--- src/rtl/prco_mem_wb_pkg.sv ---
// rtl/prco_mem_wb_pkg.sv - shared opcode encoding, stage states and writeback predicate
//
// Purpose: the single place that defines the PRCO_OP_* opcode encoding, the
//          state encoding of the memory/writeback stage, and the "op writes a
//          register" predicate. Pipeline control and debug logic import the
//          same definitions.
// Ports:   none (package).
package prco_mem_wb_pkg;

   localparam logic [4:0] PRCO_OP_NOP   = 5'h00;
   localparam logic [4:0] PRCO_OP_MOV   = 5'h01;
   localparam logic [4:0] PRCO_OP_MOVI  = 5'h02;
   localparam logic [4:0] PRCO_OP_ADD   = 5'h03;
   localparam logic [4:0] PRCO_OP_ADDI  = 5'h04;
   localparam logic [4:0] PRCO_OP_SUBI  = 5'h05;
   localparam logic [4:0] PRCO_OP_CMP   = 5'h06;
   localparam logic [4:0] PRCO_OP_JMP   = 5'h07;
   localparam logic [4:0] PRCO_OP_LW    = 5'h08;
   localparam logic [4:0] PRCO_OP_SW    = 5'h09;
   localparam logic [4:0] PRCO_OP_READ  = 5'h0A;
   localparam logic [4:0] PRCO_OP_WRITE = 5'h0B;

   typedef enum logic [2:0] {
      ST_IDLE    = 3'd0,
      ST_REG_WB  = 3'd1,
      ST_RAM_RD  = 3'd2,
      ST_RAM_CAP = 3'd3,
      ST_RAM_WR  = 3'd4,
      ST_DONE    = 3'd5
   } wb_state_t;

   // Ops whose ALU result lands in the register file on the register path.
   function automatic logic op_writes_reg(input logic [4:0] op);
      case (op)
         PRCO_OP_MOV, PRCO_OP_MOVI, PRCO_OP_ADD,
         PRCO_OP_ADDI, PRCO_OP_SUBI, PRCO_OP_READ: op_writes_reg = 1'b1;
         default:                                  op_writes_reg = 1'b0;
      endcase
   endfunction

endpackage

--- src/rtl/prco_mem_wb.sv ---
// rtl/prco_mem_wb.sv - PRCO memory/writeback stage (reg write, RAM load/store, PC redirect)
//
// Purpose: consumes the one-cycle ALU commit pulses and performs the register
//          write, data-RAM load/store or PC redirect, then pulses q_done.
// Ports:
//   i_clk, i_reset_n            clock, synchronous active-low reset
//   i_ce_reg, i_ce_ram          ALU commit pulses (register/branch path, RAM path)
//   i_op, i_rd, i_result        committing opcode, destination index, ALU result
//   i_store_data, i_should_branch  SW data, branch decision
//   q_reg_we/addr/data          register-file write port
//   q_ram_addr/re/we/din        data-RAM request, i_ram_dout read data
//   q_pc_load, q_pc_target      PC redirect
//   q_done, q_busy, q_err       retire pulse, stage occupied, sticky protocol error
module prco_mem_wb
   import prco_mem_wb_pkg::*;
#(
   parameter int DATA_W     = 16,
   parameter int REG_ADDR_W = 3,
   parameter int RAM_RD_LAT = 1
) (
   input  logic                  i_clk,
   input  logic                  i_reset_n,
   input  logic                  i_ce_reg,
   input  logic                  i_ce_ram,
   input  logic [4:0]            i_op,
   input  logic [REG_ADDR_W-1:0] i_rd,
   input  logic [DATA_W-1:0]     i_result,
   input  logic [DATA_W-1:0]     i_store_data,
   input  logic                  i_should_branch,
   output logic                  q_reg_we,
   output logic [REG_ADDR_W-1:0] q_reg_addr,
   output logic [DATA_W-1:0]     q_reg_data,
   output logic [DATA_W-1:0]     q_ram_addr,
   output logic                  q_ram_re,
   output logic                  q_ram_we,
   output logic [DATA_W-1:0]     q_ram_din,
   input  logic [DATA_W-1:0]     i_ram_dout,
   output logic                  q_pc_load,
   output logic [DATA_W-1:0]     q_pc_target,
   output logic                  q_done,
   output logic                  q_busy,
   output logic                  q_err
);

   wb_state_t         state, next_state;
   logic [4:0]        op_q;
   logic              branch_q;
   logic [1:0]        lat_cnt;
   logic [DATA_W-1:0] reg_data_q;
   logic              cap_now;

   // Final RAM_CAP cycle: read data is valid on i_ram_dout right now.
   assign cap_now = (state == ST_RAM_CAP) && (lat_cnt == 2'd0);

   always_comb begin
      next_state = state;
      case (state)
         ST_IDLE: begin
            if (i_ce_ram) begin
               if (i_op == PRCO_OP_LW)      next_state = ST_RAM_RD;
               else if (i_op == PRCO_OP_SW) next_state = ST_RAM_WR;
               else                         next_state = ST_DONE;
            end else if (i_ce_reg) begin
               next_state = ST_REG_WB;
            end
         end
         ST_REG_WB:  next_state = ST_DONE;
         ST_RAM_RD:  next_state = ST_RAM_CAP;
         ST_RAM_CAP: if (lat_cnt == 2'd0) next_state = ST_DONE;
         ST_RAM_WR:  next_state = ST_DONE;
         ST_DONE:    next_state = ST_IDLE;
         default:    next_state = ST_IDLE;
      endcase
   end

   // Strobes decode straight from state so each lasts exactly one state cycle.
   always_comb begin
      q_reg_we   = ((state == ST_REG_WB) && op_writes_reg(op_q)) || cap_now;
      q_ram_re   = (state == ST_RAM_RD);
      q_ram_we   = (state == ST_RAM_WR);
      q_pc_load  = (state == ST_REG_WB) && (op_q == PRCO_OP_JMP) && branch_q;
      q_done     = (state == ST_DONE);
      q_busy     = (state != ST_IDLE);
      // Load data is forwarded in the capture cycle and held afterwards.
      q_reg_data = cap_now ? i_ram_dout : reg_data_q;
   end

   always_ff @(posedge i_clk) begin
      if (!i_reset_n) begin
         state       <= ST_IDLE;
         op_q        <= PRCO_OP_NOP;
         branch_q    <= 1'b0;
         lat_cnt     <= 2'd0;
         reg_data_q  <= '0;
         q_reg_addr  <= '0;
         q_ram_addr  <= '0;
         q_ram_din   <= '0;
         q_pc_target <= '0;
         q_err       <= 1'b0;
      end else begin
         state <= next_state;
         if (state == ST_IDLE) begin
            if (i_ce_ram) begin
               op_q     <= i_op;
               branch_q <= 1'b0;
               if (i_ce_reg) q_err <= 1'b1;
               if (i_op == PRCO_OP_LW) begin
                  q_ram_addr <= i_result;
                  q_reg_addr <= i_rd;
               end else if (i_op == PRCO_OP_SW) begin
                  q_ram_addr <= i_result;
                  q_ram_din  <= i_store_data;
               end else begin
                  q_err <= 1'b1;
               end
            end else if (i_ce_reg) begin
               op_q     <= i_op;
               branch_q <= i_should_branch;
               if (op_writes_reg(i_op)) begin
                  q_reg_addr <= i_rd;
                  reg_data_q <= i_result;
               end
               if ((i_op == PRCO_OP_JMP) && i_should_branch)
                  q_pc_target <= i_result;
            end
         end else if (i_ce_reg || i_ce_ram) begin
            q_err <= 1'b1;
         end
         if (state == ST_RAM_RD)
            lat_cnt <= 2'(RAM_RD_LAT - 1);
         else if ((state == ST_RAM_CAP) && (lat_cnt != 2'd0))
            lat_cnt <= lat_cnt - 2'd1;
         if (cap_now)
            reg_data_q <= i_ram_dout;
      end
   end

endmodule

--- config.mk ---
export PLATFORM = sky130hd
export DESIGN_NAME = prco_mem_wb
export DESIGN_NICKNAME = d
export VERILOG_FILES = /design/src/rtl/prco_mem_wb_pkg.sv /design/src/rtl/prco_mem_wb.sv
export SDC_FILE = /design/constraint.sdc
export NUM_CORES = 1
export LEC_CHECK = 0
export ABC_AREA = 1
export CORE_ASPECT_RATIO = 1.25
export CORE_UTILIZATION = 45
export DETAILED_ROUTE_END_ITERATION = 10
export DONT_BUFFER_PORTS = 1
export PLACE_DENSITY_LB_ADDON = 0.1
export REMOVE_ABC_BUFFERS = 1
export SKIP_CTS_REPAIR_TIMING = 1
export SLEW_MARGIN = 20
export SYNTH_ARGS = -nofsm -noshare
export SYNTH_HDL_FRONTEND = slang
export SYNTH_SLANG_ARGS = --single-unit
--- constraint.sdc ---
create_clock -name i_clk -period 2.1 [get_ports i_clk]
set_clock_uncertainty 0.15 [all_clocks]
set_input_delay 0.42 -clock i_clk [delete_from_list [all_inputs] [get_ports i_clk]]
set_output_delay 0.42 -clock i_clk [all_outputs]
set_load 0.01 [all_outputs]
After elaboration in Yosys (flattened, before gate mapping) --
Index checks and enable logic that the tools add are counted.
Operators by class: bitwise operators 3, eq/ne operators 26, divide/modulo/power cells 0, multiply operators 0, add/sub/neg operators 1, $lt $le $gt $ge 0, shifts and indexed selects 0, mux-type cells 34, reduce and logical (&&, ||, !) cells 31
Operator list (count):
- $mux W16 | 8
- $eq A5 B3 Y1 const B | 6
- $mux W3 | 8
- $eq A5 B2 Y1 const B | 4
- $eq A5 B4 Y1 const B | 4
- $reduce_and A4 Y1 | 4
- $reduce_bool A2 Y1 | 8
- $mux W1 | 15
- $pmux W3 S4 | 1
- $reduce_or A6 Y1 | 2
- $eq A5 B1 Y1 const B | 2
- $mux W5 | 2
- $eq A3 B2 Y1 const B | 2
- $eq A3 B3 Y1 const B | 2
- $logic_and A1 B1 Y1 | 6
- $ne A2 B1 Y1 const B | 3
- $reduce_and A2 Y1 | 3
- $reduce_or A2 Y1 | 2
- $eq A3 B1 Y1 const B | 1
- $logic_not A3 Y1 | 1
- $ne A3 B3 Y1 const B | 1
- $not A1 Y1 | 3
- $reduce_and A3 Y1 | 1
- $reduce_bool A3 Y1 | 1
- other kinds (4) | 5
Word-level totals: memories kept 0, bits in latches 0, output and inout port bits 74, memory bits (read-only) 0, bits in writable memories 0, bits of input ports 61, flip-flop bits (word level) 79

Logic depth before layout (Yosys ltp) --
Gate-level depths: netlist of run 1.
word-level depth 12, depth in mapped cells 9, gate-level depth less buffers 9

Worst setup path before layout of run 1 --
No wires, ideal clock.
kind register to output, start reg lat_cnt[0], end out q_reg_data[0], stages on the path, launching flop included 9, arrival time 1.252 ns, path buffers 1, required time 1.530 ns, path slack 0.278 ns, cell sequence dfxtp_1 -> inv_1 -> ha_1 -> inv_1 -> nor3_4 -> inv_2 -> clkbuf_1 -> nand2_1 -> nand2_1
Between the ends: longest elaborated chain between the ends 3
RTL lines:
- start: declaration | line prco_mem_wb.sv:48 | logic [1:0] lat_cnt;
- start signal: assignment | line prco_mem_wb.sv:130 | lat_cnt <= 2'(RAM_RD_LAT - 1);
- start signal: assignment | line prco_mem_wb.sv:132 | lat_cnt <= lat_cnt - 2'd1;
- $logic_not A2 Y1 | line prco_mem_wb.sv:53 | assign cap_now = (state == ST_RAM_CAP) && (lat_cnt == 2'd0);
- $logic_and A1 B1 Y1 | line prco_mem_wb.sv:53
- $mux W16 | line prco_mem_wb.sv:85 | q_reg_data = cap_now ? i_ram_dout : reg_data_q;
- end: declaration | line prco_mem_wb.sv:32 | output logic [DATA_W-1:0] q_reg_data,
No other way between the ends.

Final worst setup path of run 1 --
start reg lat_cnt[1], end out q_reg_data[5]
Same word-level chain as after synthesis.

==> results.ini, run 1 <==
[sta]
drv_slew=0
grt_setup_unrepaired=true
setup_tns_ns=-1.298
max_slew_margin_pct=55.26
setup_viol=17
fin_ws_ns=-0.09970
max_freq_mhz=454.6
tightest_slew_ns=0.6703
fin_crit_ns=2.200
hold_violations=0
period_share_pct=104.7

[worst_setup_path]
crit_fanout=7
worst-r2r-cell-count=10
cp.arrival_ns=1.63
required_ns=1.53
reg2reg_setup_slack_ns=0.25
worstReg2RegEnd=reg_data_q[4]
crit_type=flop to output pin
crit_path_start_kind=flop
r2r_start=lat_cnt[1]
crit_path_end_kind=output pin

[finish]
syn_to_final_growth_pct=15.91
fin_util_pct=54.07
fin_nets=560
multiInputGateArea_sq_um=1754
final_area_sq_um=4001
diodes=0
seqCellArea_sq_um=1589
fillers=723
layout_common_cells=nand2_1, dfxtp_1, nor2_1, a21oi_1, o21ai_0
layout_commonest_cell=nand2_1
drive_above_1_share_pct=18.13

[floorplan]
die_x_um=80.34
initial_core_util_pct=46.64
dieArea_sq_um=8028
rows=35
design.core.area_sq_um=7401
ios=135
die_h_um=99.93

[cts]
h-tree-depth=3
clock_latency_ns=0.35
cts_made_buffers=9
root_buffer=clkbuf_8
cts_tree=built
path_clk_slew_ns=0.08
clock_path_buffers=2
tritoncts_num_sinks=79

[routing]
wl_met3_um=534
avgViaCountPerCell=5.338
dr.pass1.iters=4
wl_met1_um=3918
drc=0
wl_met2_um=4325
wl_per_cell_um=15.04
drt_iter0_drc=159
top_layer=met4
ant_nets=0
vias=3171
drt_wl_total_um=8933

[pwr]
power.density_nw_per_um2=724.5
ir_worst_vdd_mv=0.3743
p_leak_uw=0.001642

[worst_hold_path]
hold_path_end=state[1]
hold_depth=2
hold_class=input pin to flop
min_from=i_reset_n

[place]
dp_hpwl_um=5825
routabilityCongestion=0.7800
dpl_cell_area_sq_um=3532
port_buffers=0
dpl_worst_slack_ns=0.2558

[grt]
grt_max_degree=60
first_global_vias=2759
grt_pass1_wl_um=13180
overflow=0
antenna_found_initial=0
grt_usage_pct=21.46

[synth]
yosysUniqueCellTypes=26
synthCells=493
yosysWarnings=0
ys_seq_area_share_pct=45.81
avgSynthCellArea_sq_um=7.002
synth_seq_cells=79
syn_area_sq_um=3452

[flow_run]
max_cap_violations=0

[status]
status=finished with violations
violations=setup timing

stage by stage:
step	hold slack, ns	total power [uW]	instances
CTS	0.006097	2914	584
global route	0.02085	3017	594
global placement	0.3015	1809	569
finish	0.02192	2899	594
floorplan	0.2908	1765	466
detailed placement	0.3147	1812	569
routing by layer:
metal	vias up	GRT usage [%]
met5	-	0
met4	0	8.516
met3	14	6.182
met2	82	34.94
met1	1476	26.45
li1	1599	-
cell type report:
cell class / count / share of cell area [%]
multi-input cells: 349 / 43.84
flip-flops and latches: 79 / 39.71
repair buffers: 21 / 5.285
inverters: 38 / 3.627
clock buffers: 9 / 3.096
well taps: 92 / 2.877
clock inverters: 6 / 1.563
Yosys cell counts:
cell type	instances	area, sq um
clkbuf_1	12	45.04
nand4_1	1	6.260
nand2_2	1	6.260
nand3_1	27	135.1
or2_2	1	6.260
o21ai_0	55	275.3
buf_1	2	7.510
nor3_2	1	10.01
nor3_1	2	10.01
a21oi_1	62	310.3
nor4_1	1	6.260
a211oi_1	2	15.01
inv_1	36	135.1
o2111ai_1	1	8.760
dfxtp_1	79	1582
nand3_2	1	10.01
nor2_4	2	22.52
nand2_4	2	22.52
nor3_4	2	32.53
buf_4	5	37.54
nor2_1	66	247.7
nand2_1	121	454.2
ha_1	1	12.51
buf_6	1	11.26
inv_2	2	7.510
buf_2	7	35.03
flip-flops by register name (all words and copies together), names as in the netlist:
| name | flops |
|---|---|
| reg_data_q | 16 |
| branch_q | 1 |
| q_reg_addr | 3 |
| q_err | 1 |
| q_ram_addr | 16 |
| q_pc_target | 16 |
| state | 3 |
| op_q | 5 |
| q_ram_din | 16 |
| lat_cnt | 2 |
kinds of logic after synthesis:
family          Yosys count  share of synthesized area, %
buf+inv                  65                         8.083
simple gates            228                         28.09
compound gates          120                         17.65
fa+ha+maj                 1                        0.3624
flops                    79                         45.81
report_power, final:
group / switching [uW] / internal (uW) / leakage [uW]
registers: 36.9 / 1540 / 0.000641
clock network: 565 / 538 / 0.0000871
logic: 147 / 77.4 / 0.000914
total: 749 / 2150 / 0.00164
worst max-delay path, cell delays in order (launching register included):
cell and delay [ns]:
dfxtp_1 0.33, inv_2 0.07, ha_4 0.12, inv_2 0.04, nor3_4 0.25, inv_2 0.14, clkbuf_16 0.19, nand2_2 0.07
nand2_2 0.07
worst max path at each step:
stage,from,slack [ns],end
after floorplan,i_op[4],-0.42,q_ram_addr[0]
after global placement,i_ce_ram,0.28,q_pc_target[8]
after CTS,lat_cnt[0],-0.14,q_reg_data[7]
after global routing,lat_cnt[1],-0.20,q_reg_data[2]
final,lat_cnt[1],-0.1,q_reg_data[5]
after detailed placement,lat_cnt[0],0.26,q_reg_data[7]
No activity file was read; power rests on OpenSTA's default activity.
==> inputs of run 2 (changes only) <==
- CORE_UTILIZATION: 45 -> 62
==> results.ini, run 2 (synthesis gave the netlist of run 1 again) <==
[worst_setup_path]
path_cells=inv_2 > ha_4 > inv_2 > nor3_4 > buf_12 > clkbuf_16 > nand2_2 > nand2_2
setup.worst_path.start=lat_cnt[0]
worstReg2RegEnd=q_reg_addr[0]
crit_path_end_kind=output pin
worst-path-buf-inv=4
cp.depth=8
crit_type=flop to output pin
crit_path_start_kind=flop
required_ns=1.53
critPathCapture=q_reg_data[4]
crit_fanout=8
slowest_delay_ns=0.33
crit_family=buffers and inverters
reg2reg_setup_slack_ns=0.31
critPathSlowestCell=dfxtp_2
r2r_start=state[2]
worst-r2r-cell-count=9
cp.arrival_ns=1.57

[place]
dp_hpwl_um=5376
port_buffers=0
routabilityCongestion=0.8329
dpl_cell_area_sq_um=3462

[pwr]
p_comb_share_pct=7.2
p_leak_uw=0.001669
ir_worst_vdd_mv=0.4699
clockPowerShare_pct=42.1
power.density_nw_per_um2=779.0
seqPwrFrac_pct=50.7
p_sw_share_pct=22.75
p_sw_uw=704.4
internal_power_uw=2392

[grt]
grt_pass1_wl_um=12230
overflow=0
grt_usage_pct=27.68
grt_max_degree=60
antenna_found_initial=0
first_global_vias=2760

[cts]
tritoncts_num_sinks=79
clock_path_buffers=2
clock_latency_ns=0.35
cts_made_buffers=9
path_clk_slew_ns=0.08
cts_tree=built
root_buffer=clkbuf_8
h-tree-depth=3

[worst_hold_path]
hold_class=input pin to flop

[finish]
drive_above_1_share_pct=16.90
final_area_sq_um=3975
layout_common_cells=nand2_1, dfxtp_1, nor2_1, a21oi_1, o21ai_0
syn_to_final_growth_pct=15.15
diodes=0
fin_util_pct=73.54
fillers=451
layout_commonest_cell=nand2_1
fin_nets=555

[routing]
vias=3236
drt_iter0_drc=263
drt_wl_total_um=8679
dr.pass1.iters=6
wl_per_cell_um=15.47
avgViaCountPerCell=5.768
ant_nets=0
drc=0

[sta]
fin_crit_ns=2.142
max_freq_mhz=466.9
drv_slew=0
setup_tns_ns=-0.3925
hold_violations=0
tightest_slew_ns=0.6584
period_share_pct=102.0
max_slew_margin_pct=56.06
setup_viol=16
fin_ws_ns=-0.04156
grt_setup_unrepaired=true

[status]
status=finished with violations
violations=setup timing

[floorplan]
ios=135
design.core.area_sq_um=5405
rows=30
die_h_um=85.43
dieArea_sq_um=5872
initial_core_util_pct=63.87
die_x_um=68.74

[flow_run]
max_cap_violations=0

## run 2: per-stage QoR
step	hold WS (ns)	std cells	setup slack (ns)	total power (uW)
after global routing	0.03185	561	-0.08409	3202
final	0.03175	561	-0.04156	3097
after floorplan	0.2908	466	-0.4192	1765
after global placement	0.3009	538	0.1403	1803
after detailed placement	0.3136	538	0.07320	1810
after CTS	0.02164	553	-0.3149	3098
## run 2: worst reg2reg max path, delay by kind of cell, from the launching register on
family	cells	cell delay [ns]
and+or+nand+nor	5	0.49
buffers and inverters	3	0.34
AOI/OAI and AO/OA	1	0.40
DFF	1	0.32
## run 2: power by group through the flow
stage,combinational (uW),sequential (uW),clock (uW)
after global placement,201,1600,0
after floorplan,169,1600,0
after global routing,252,1580,1370
final,223,1570,1300
after CTS,208,1570,1320
after detailed placement,207,1600,0
## run 2: area by class of cell
type / instances / area (sq um) / area share [%]
clock buffer: 11 / 131.4 / 3.305
timing repair buffer: 16 / 180.2 / 4.533
sequential: 79 / 1590 / 40.01
tap: 64 / 80.08 / 2.014
inverter: 38 / 163.9 / 4.123
clock inverter: 4 / 95.09 / 2.392
multi-input combinational: 349 / 1734 / 43.63
## run 2: routing by layer
| metal | global-route usage [%] | wire (um) | vias up |
|---|---|---|---|
| li1 | - | - | 1598 |
| met1 | 32.99 | 3418 | 1467 |
| met2 | 45.28 | 4362 | 142 |
| met3 | 5.511 | 628 | 29 |
| met4 | 15.40 | 269 | 0 |
| met5 | 0 | 0 | - |
## run 2: worst min-delay path by stage
stage          startpoint               to  slack [ns]  depth (start not counted)
3_5_place_dp     branch_q         branch_q        0.31                          2
4_1_cts         i_reset_n         state[1]        0.02                          2
2_1_floorplan    branch_q         branch_q        0.29                          2
6_report        i_reset_n  q_pc_target[10]        0.03                          2
5_1_grt         i_reset_n   q_pc_target[2]        0.03                          2
3_3_place_gp   lat_cnt[0]       lat_cnt[0]        0.30                          2
